### src/rtl/multi_pulse_generator.sv
// rtl/multi_pulse_generator.sv - Multi-channel delay/width/repetition pulse generator
//
// Optional feature macro: PULSE_GEN_SYNC_START_EN
//   defined   -> start and stop each pass through a two-flop synchronizer
//                before edge detection and use, adding 2 cycles of latency.
//   undefined -> start and stop are used directly.
//
// Ports:
//   clk                 rising-edge clock
//   reset_n             synchronous active-low reset
//   start[NUM_CH]       per-channel start request, rising edge triggers a run
//   stop[NUM_CH]        per-channel level abort, wins over a start edge
//   delay_cycles        per-channel low time before each pulse, CNT_W bits per channel
//   pulse_width_cycles  per-channel high time, CNT_W bits per channel
//   repetition          per-channel period count, REP_W bits per channel, 0 = infinite
//   pulse_out[NUM_CH]   registered pulse output
//   busy[NUM_CH]        registered, channel not idle
//   done[NUM_CH]        one-cycle strobe on normal completion
//   pulse_led           OR of all pulse_out
//   delay_led           OR of channels currently in their delay phase

module multi_pulse_generator #(
    parameter int NUM_CH = 4,
    parameter int CNT_W  = 32,
    parameter int REP_W  = 16
) (
    input  logic                    clk,
    input  logic                    reset_n,
    input  logic [NUM_CH-1:0]       start,
    input  logic [NUM_CH-1:0]       stop,
    input  logic [NUM_CH*CNT_W-1:0] delay_cycles,
    input  logic [NUM_CH*CNT_W-1:0] pulse_width_cycles,
    input  logic [NUM_CH*REP_W-1:0] repetition,
    output logic [NUM_CH-1:0]       pulse_out,
    output logic [NUM_CH-1:0]       busy,
    output logic [NUM_CH-1:0]       done,
    output logic                    pulse_led,
    output logic                    delay_led
);

    typedef enum logic [1:0] {
        ST_IDLE  = 2'd0,
        ST_DELAY = 2'd1,
        ST_PULSE = 2'd2
    } state_t;

    localparam logic [CNT_W-1:0] CNT_ONE = CNT_W'(1);
    localparam logic [REP_W-1:0] REP_ONE = REP_W'(1);

    logic [NUM_CH-1:0] start_eff;
    logic [NUM_CH-1:0] stop_eff;
    logic [NUM_CH-1:0] start_prev;
    logic [NUM_CH-1:0] start_edge;
    logic [NUM_CH-1:0] in_delay;

`ifdef PULSE_GEN_SYNC_START_EN
    logic [NUM_CH-1:0] start_s1, start_s2;
    logic [NUM_CH-1:0] stop_s1, stop_s2;

    always_ff @(posedge clk) begin
        if (!reset_n) begin
            start_s1 <= '0;
            start_s2 <= '0;
            stop_s1  <= '0;
            stop_s2  <= '0;
        end else begin
            start_s1 <= start;
            start_s2 <= start_s1;
            stop_s1  <= stop;
            stop_s2  <= stop_s1;
        end
    end

    assign start_eff = start_s2;
    assign stop_eff  = stop_s2;
`else
    assign start_eff = start;
    assign stop_eff  = stop;
`endif

    // Previous sample resets to 0 so a start already high at reset release
    // counts as an edge and launches exactly one run.
    always_ff @(posedge clk) begin
        if (!reset_n) begin
            start_prev <= '0;
        end else begin
            start_prev <= start_eff;
        end
    end

    assign start_edge = start_eff & ~start_prev;

    for (genvar i = 0; i < NUM_CH; i++) begin : g_ch
        state_t           state;
        logic [CNT_W-1:0] cnt;
        logic [CNT_W-1:0] delay_s;
        logic [CNT_W-1:0] width_s;
        logic [REP_W-1:0] rep_s;
        logic [REP_W-1:0] rep_cnt;
        logic             pulse_r;
        logic             busy_r;
        logic             done_r;

        logic [CNT_W-1:0] delay_in;
        logic [CNT_W-1:0] width_in;
        logic [REP_W-1:0] rep_in;
        logic [REP_W-1:0] rep_next;

        assign delay_in = delay_cycles[i*CNT_W +: CNT_W];
        assign width_in = pulse_width_cycles[i*CNT_W +: CNT_W];
        assign rep_in   = repetition[i*REP_W +: REP_W];
        assign rep_next = rep_cnt + REP_ONE;

        // cnt holds cycles already spent in the current phase; the phase ends
        // when it reaches snapshot-1, so the full counter range is usable
        // without the counter itself ever wrapping.
        always_ff @(posedge clk) begin
            if (!reset_n) begin
                state   <= ST_IDLE;
                cnt     <= '0;
                delay_s <= '0;
                width_s <= '0;
                rep_s   <= '0;
                rep_cnt <= '0;
                pulse_r <= 1'b0;
                busy_r  <= 1'b0;
                done_r  <= 1'b0;
            end else begin
                done_r <= 1'b0;
                if (stop_eff[i]) begin
                    state   <= ST_IDLE;
                    cnt     <= '0;
                    rep_cnt <= '0;
                    pulse_r <= 1'b0;
                    busy_r  <= 1'b0;
                end else if (start_edge[i]) begin
                    // A new edge always discards any run in progress.
                    delay_s <= delay_in;
                    width_s <= width_in;
                    rep_s   <= rep_in;
                    cnt     <= '0;
                    rep_cnt <= '0;
                    if (width_in == '0) begin
                        state   <= ST_IDLE;
                        pulse_r <= 1'b0;
                        busy_r  <= 1'b0;
                    end else if (delay_in != '0) begin
                        state   <= ST_DELAY;
                        pulse_r <= 1'b0;
                        busy_r  <= 1'b1;
                    end else begin
                        state   <= ST_PULSE;
                        pulse_r <= 1'b1;
                        busy_r  <= 1'b1;
                    end
                end else begin
                    case (state)
                        ST_DELAY: begin
                            if (cnt == delay_s - CNT_ONE) begin
                                state   <= ST_PULSE;
                                cnt     <= '0;
                                pulse_r <= 1'b1;
                            end else begin
                                cnt <= cnt + CNT_ONE;
                            end
                        end
                        ST_PULSE: begin
                            if (cnt == width_s - CNT_ONE) begin
                                cnt     <= '0;
                                rep_cnt <= rep_next;
                                if ((rep_s != '0) && (rep_next == rep_s)) begin
                                    state   <= ST_IDLE;
                                    pulse_r <= 1'b0;
                                    busy_r  <= 1'b0;
                                    done_r  <= 1'b1;
                                end else if (delay_s != '0) begin
                                    state   <= ST_DELAY;
                                    pulse_r <= 1'b0;
                                end
                                // With zero delay the pulse simply stays high
                                // into the next period.
                            end else begin
                                cnt <= cnt + CNT_ONE;
                            end
                        end
                        default: begin
                            state <= ST_IDLE;
                        end
                    endcase
                end
            end
        end

        assign pulse_out[i] = pulse_r;
        assign busy[i]      = busy_r;
        assign done[i]      = done_r;
        assign in_delay[i]  = (state == ST_DELAY);
    end

    assign pulse_led = |pulse_out;
    assign delay_led = |in_delay;

endmodule

### config.mk
export PLATFORM = sky130hd
export DESIGN_NAME = multi_pulse_generator
export DESIGN_NICKNAME = d
export VERILOG_FILES = /design/src/rtl/multi_pulse_generator.sv
export SDC_FILE = /design/constraint.sdc
export NUM_CORES = 2
export LEC_CHECK = 0
export ABC_AREA = 1
export CELL_PAD_IN_SITES_DETAIL_PLACEMENT = 1
export CELL_PAD_IN_SITES_GLOBAL_PLACEMENT = 1
export CORE_MARGIN = 8
export CORE_UTILIZATION = 30
export CTS_BUF_LIST = sky130_fd_sc_hd__clkbuf_8
export DETAILED_ROUTE_END_ITERATION = 8
export PLACE_DENSITY_LB_ADDON = 0.2
export SLEW_MARGIN = 25
export SYNTH_ARGS = -nofsm -noshare
export SYNTH_HDL_FRONTEND = slang
export SYNTH_SLANG_ARGS = --single-unit
### constraint.sdc
create_clock -name clk -period 2.45 [get_ports clk]
set_input_delay 0.3675 -clock clk [delete_from_list [all_inputs] [get_ports clk]]
set_output_delay 0.3675 -clock clk [all_outputs]
set_load 0.05 [all_outputs]
* After elaboration in Yosys (flattened, before gate mapping)
Index checks and enable logic that the tools add are counted.
Word-level totals: output and inout port bits 14, flip-flop bits (word level) 536
Operators by class: reductions and logical operators 74, equality and inequality tests 32, bitwise logic cells 15, mux-type cells 100, add/sub/neg operators 16
Operator list (number):
- 32-bit == test | 8
- 32-bit 2-to-1 mux | 8
- 32-bit one-hot mux with 2 select lines | 4
- 32-bit nonzero test | 8
- 32-bit by 1-bit subtractor with 32-bit output, second input constant | 8
- 32-bit by 1-bit adder with 32-bit output, second input constant | 4
- 32-bit zero test | 4
- 16-bit by 1-bit adder with 16-bit output, second input constant | 4
- 16-bit == test | 4
- 16-bit nonzero test | 4
- 2-bit 2-to-1 mux | 28
- 1-bit 2-to-1 mux | 52
- 2-bit nonzero test | 16
- 3-bit AND reduction | 8
- 5-bit OR reduction | 4
- 4-bit != test, second input constant | 4
- 2-bit one-hot mux with 2 select lines | 4
- 2-bit AND reduction | 8
- 4-bit AND reduction | 4
- 1-bit inverter | 13
- 3-bit by 2-bit != test with 1-bit output, second input constant | 4
- 3-bit != test, second input constant | 4
- 3-bit nonzero test | 4
- 3-bit OR reduction | 4
- other kinds (8) | 24

* Depth between registers and ports, before layout
depth in word-level cells 7, gate-level depth with buffers 20, gate-level depth less buffers 20

* Worst setup path before layout
No wires, ideal clock.
path type reg-to-reg, start register g_ch[3].width_s[0], end register g_ch[3].cnt[1], cell stages (with the launch flop) 17, clock period less this slack 2.265 ns, data required time 2.313 ns, setup time 0.137 ns, arrival 2.128 ns, slack 0.185 ns, cells stage by stage dfxtp_1 > inv_1 > ha_1 > nand2_2 > nor2_8 > nand3_1 > o21ai_1 > nand2_1 > nor2_1 > nand2_1 > nor2_2 > nand3_2 > nor2_4 > nor2_2 > buf_4 > nand3_1 > a21oi_1
Between the ends: longest elaborated chain between the ends 4
Ends and longest elaborated chain:
- start, declared | line 97 | logic [CNT_W-1:0] width_s;
- start signal, assigned | line 139 | width_s <= width_in;
- 32-bit by 1-bit subtractor with 32-bit output | line 168 | if (cnt == width_s - CNT_ONE) begin
- 32-bit == test | line 168
- 32-bit 2-to-1 mux | line 168
- 32-bit one-hot mux with 2 select lines | line 157 | case (state)
- end signal, assigned | line 164 | cnt <= cnt + CNT_ONE;
- end signal, assigned | line 183 | cnt <= cnt + CNT_ONE;
- end, declared | line 95 | logic [CNT_W-1:0] cnt;
Every way passes these cells. A chain may end at the register's enable or synchronous reset.

* Worst setup path after layout
start register g_ch[2].width_s[0], end register g_ch[2].cnt[5]
Between the ends: longest elaborated chain between the ends 4
Ends and longest elaborated chain (line):
- start, declared | 97
- start signal, assigned | 139
- 32-bit by 1-bit subtractor with 32-bit output | 168
- 32-bit == test | 168
- 32-bit 2-to-1 mux | 168
- 32-bit one-hot mux with 2 select lines | 157
- end signal, assigned | 164
- end signal, assigned | 183
- end, declared | 95
Every way passes these cells.

==> impl_metrics.py <==
metrics = {
    "run_status": {
        "status": "finished, violations left",
        "violations": "setup timing",
    },
    "yosys": {
        "synth_ff_type": "dfxtp_1",
        "synth-edff-count": 0,
        "synth_nets": 7146,
        "ys_seq_area_share_pct": 26.5,
        "async_flop_share_pct": 0,
        "ys_types": 51,
        "yosysWarnings": 0,
        "syn_area_per_cell_um2": 5.95,
        "netlist_area_mm2": 0.0404,
        "synth_seq_cells": 536,
        "syn_inst": 6792,
    },
    "sta": {
        "slew_headroom_pct": 45.8,
        "rsz0062_at_grt": "yes",
        "slew_viol_final": 0,
        "clock.fmax_ghz": 0.359,
        "finalCritPeriodShare_pct": 114,
        "worstMarginPinSlew_ns": 0.813,
        "setup_ws_ns": -0.333,
        "clock-skew-final_ns": 0.0467,
        "hold_viol": 0,
        "min_period_ns": 2.78,
        "tns_ns": -17.60,
        "setup-violations-final": 177,
    },
    "routing": {
        "firstDrtPassIters": 5,
        "ant_nets": 0,
        "post_drt_wl_per_cell_um": 18.5,
        "drtIter0Drc": 2179,
        "viasPerCell": 4.91,
        "vias": 48200,
        "totalWireLength_um": 181000,
        "drcViolationCount": 0,
    },
    "clock_network": {
        "cts_root_buffer": "clkbuf_8",
        "htreeDepth": 3,
        "clk_pin_slew_ns": 0.06,
        "clk_latency_ns": 0.85,
        "cts_tree": "done",
        "clock_path_buffers": 3,
        "clock_sinks": 536,
        "cts_buffers": 112,
    },
    "floorplanning": {
        "core_mm2": 0.134,
        "io_pins": 344,
        "die_h_um": 383,
        "fp.dieW_um": 383,
        "core.rowCount": 134,
        "die_area_mm2": 0.147,
        "start_util_pct": 30.3,
    },
    "worst_setup_path": {
        "end_kind": "register",
        "r2r_slack_ns": -0.33,
        "crit_path_start_kind": "register",
        "cp_max_fo": 7,
        "worstPathRequired_ns": 3.15,
        "critPathArrivalTime_ns": 3.48,
        "worst_r2r_path_depth": 16,
        "path_class": "register to register",
    },
    "pwr": {
        "total_power_mw": 29.8,
        "p_sw_share_pct": 35.5,
        "peakVddDrop_uv": 343,
        "p_int_mw": 19.2,
        "p_clk_share_pct": 36.5,
        "seq_power_share_pct": 31.9,
        "power.share.combinational_pct": 31.7,
        "power_switching_mw": 10.6,
        "p_leak_nw": 26.8,
        "powerDensity_mw_per_mm2": 507,
    },
    "global_routing": {
        "antenna_found_initial": 25,
        "grt_max_degree": 156,
        "grt_use_total_pct": 23.4,
        "grt_pass1_vias": 49600,
        "grt_pass1_wl_um": 277000,
        "grt_overflow_total": 0,
    },
    "placed_design": {
        "dp_hpwl_um": 140000,
        "post_dp_cell_area_mm2": 0.0511,
        "dp_cells": 9401,
        "post-place-ws_ns": -0.352,
        "io_buffers": 343,
        "routabilityCongestion": 0.910,
    },
    "final_layout": {
        "final_area_mm2": 0.0588,
        "drive_above_1_share_pct": 25.0,
        "finalNetCount": 8282,
        "area_growth_pct": 45.5,
        "final_cells": 9810,
    },
    "worst_hold_path": {
        "min_path_type": "input pin to register",
        "holdPathStages": 4,
    },
    "flow_run": {
        "maxCapViolCount": 0,
    },
}
==> synth_stat cells, types with 2 or more instances <==
library cell / instances / share of area, %
a211oi_1: 3 / 0.056
a211oi_2: 10 / 0.31
a21oi_1: 466 / 5.8
a31oi_1: 4 / 0.062
and2_1: 7 / 0.11
and3_1: 10 / 0.15
buf_1: 7 / 0.065
buf_2: 42 / 0.52
buf_4: 23 / 0.43
buf_6: 10 / 0.28
clkbuf_1: 210 / 1.9
clkbuf_2: 2 / 0.025
clkinv_1: 4 / 0.037
dfxtp_1: 536 / 27
ha_1: 24 / 0.74
inv_1: 883 / 8.2
inv_2: 13 / 0.12
nand2_1: 1609 / 15
nand2_2: 14 / 0.22
nand3_1: 529 / 6.5
nand3_2: 15 / 0.37
nand3b_1: 72 / 1.3
nand4_1: 191 / 3.0
nor2_1: 999 / 9.3
nor2_2: 54 / 0.84
nor2_4: 20 / 0.56
nor3_1: 74 / 0.92
nor3_2: 7 / 0.17
nor3b_1: 6 / 0.11
nor4_1: 87 / 1.3
o211ai_1: 3 / 0.056
o21a_1: 2 / 0.037
o21ai_0: 386 / 4.8
o21ai_1: 18 / 0.22
o21ai_2: 5 / 0.11
o21bai_1: 21 / 0.39
o22ai_1: 4 / 0.062
or2_2: 12 / 0.19
xnor2_1: 104 / 2.3
xnor3_1: 7 / 0.39
xor2_1: 289 / 6.3
==> flip-flops by register name, summed over array words and instances, names as in the netlist <==
register / flops
g_ch.busy_r: 4
g_ch.cnt: 128
g_ch.delay_s: 128
g_ch.done_r: 4
g_ch.pulse_r: 4
g_ch.rep_cnt: 64
g_ch.rep_s: 64
g_ch.state: 8
g_ch.width_s: 128
start_prev: 4
==> layer usage <==
| layer | global-route usage [%] | wire length [µm] | vias up |
|---|---|---|---|
| li1 | - | - | 24000 |
| met1 | 31.2 | 84100 | 22900 |
| met2 | 38.2 | 82100 | 971 |
| met3 | 4.22 | 9320 | 306 |
| met4 | 7.40 | 5530 | 6 |
| met5 | 0 | 35 | - |
==> power groups by stage <==
stage / registers (mW) / clock network (mW) / logic, mW
detailed placement: 9.62 / 0 / 8.03
global route: 9.55 / 11.6 / 10.4
finish: 9.50 / 10.9 / 9.44
floorplan: 9.52 / 0 / 4.41
CTS: 9.47 / 11.3 / 8.86
global placement: 9.62 / 0 / 7.89
==> kinds of logic (layout without fill, tap and decap cells) <==
kind of cell | after synthesis | count (layout) | synth area share [%]
and+or+nand+nor | 3712 | 3712 | 40.2
buffers and inverters | 1195 | 2427 | 11.6
AOI/OAI and AO/OA | 924 | 924 | 11.9
DFF | 536 | 536 | 26.5
xor gates and xnor gates | 401 | 401 | 8.96
adders and majority gates | 24 | 24 | 0.743
other | 0 | 18 | 0
==> metrics by stage <==
stage | utilization (%) | hold WS [ns]
floorplan | - | 0.436
detailed placement | 38.2 | 0.461
CTS | 42.4 | 0.0262
finish | 44.0 | 0.111
global placement | 38.2 | 0.456
global route | 44.0 | 0.0746
==> path summary, 6_finish.rpt <==
path,from,endpoint
max,g_ch[2].width_s[0],g_ch[2].cnt[5]
min,reset_n,g_ch[0].delay_s[13]
min reg2reg,g_ch[1].delay_s[14],g_ch[1].delay_s[14]
max reg2reg,g_ch[2].width_s[0],g_ch[2].cnt[5]
==> cell usage in the layout (no fill, tap or decap), drive strengths merged, types with 4 or more instances in the layout <==
cell / n
nand2: 1624
nor2: 1074
buf: 967
inv: 921
nand3: 545
dfxtp: 536
a21oi: 466
o21ai: 409
clkdlybuf4s50: 331
xor2: 289
nand4: 192
clkbuf: 146
xnor2: 104
nor4: 87
nor3: 81
nand3b: 72
clkinv: 38
ha: 24
o21bai: 21
diode: 18
a211oi: 13
or2: 12
and3: 10
bufinv: 9
dlygate4sd2: 8
and2: 7
xnor3: 7
clkinvlp: 6
nor3b: 6
o22ai: 4
a31oi: 4
==> final cells by class <==
| type | instances | area [µm²] |
|---|---|---|
| Antenna cell | 18 | 45.0 |
| Clock buffer | 138 | 1900 |
| Clock inverter | 72 | 599 |
| Fill cell | 17300 | 74800 |
| Inverter | 901 | 3440 |
| Multi-Input combinational cell | 5061 | 28000 |
| Sequential cell | 536 | 10800 |
| Tap cell | 1768 | 2210 |
| Timing Repair Buffer | 1315 | 11800 |
| Timing Repair inverter | 1 | 7.51 |
==> what timing repair did <==
item / in CTS / in global routing
pin swaps: 185 / 220
gates resized for setup: 523 / 474
hold endpoints to repair: 1 / 0
gates cloned: 22 / 7
endpoints found under the setup margin: 221 / 213
buffers inserted: 112 / 53
hold buffers: 1 / 0
==> worst max-delay path, stage by stage (launching register included) <==
cell	delay, ns
dfxtp_2	0.34
inv_4	0.08
ha_4	0.17
nand2_4	0.06
nor2_4	0.27
nand2_2	0.11
buf_6	0.12
xor2_1	0.13
nor2_1	0.16
nand3_1	0.17
nor2_4	0.17
nand4_4	0.15
buf_12	0.19
nand2_8	0.08
clkinvlp_4	0.22
nand3_2	0.15
a21oi_2	0.06
Note: power is estimated with default switching activity, not from simulation.
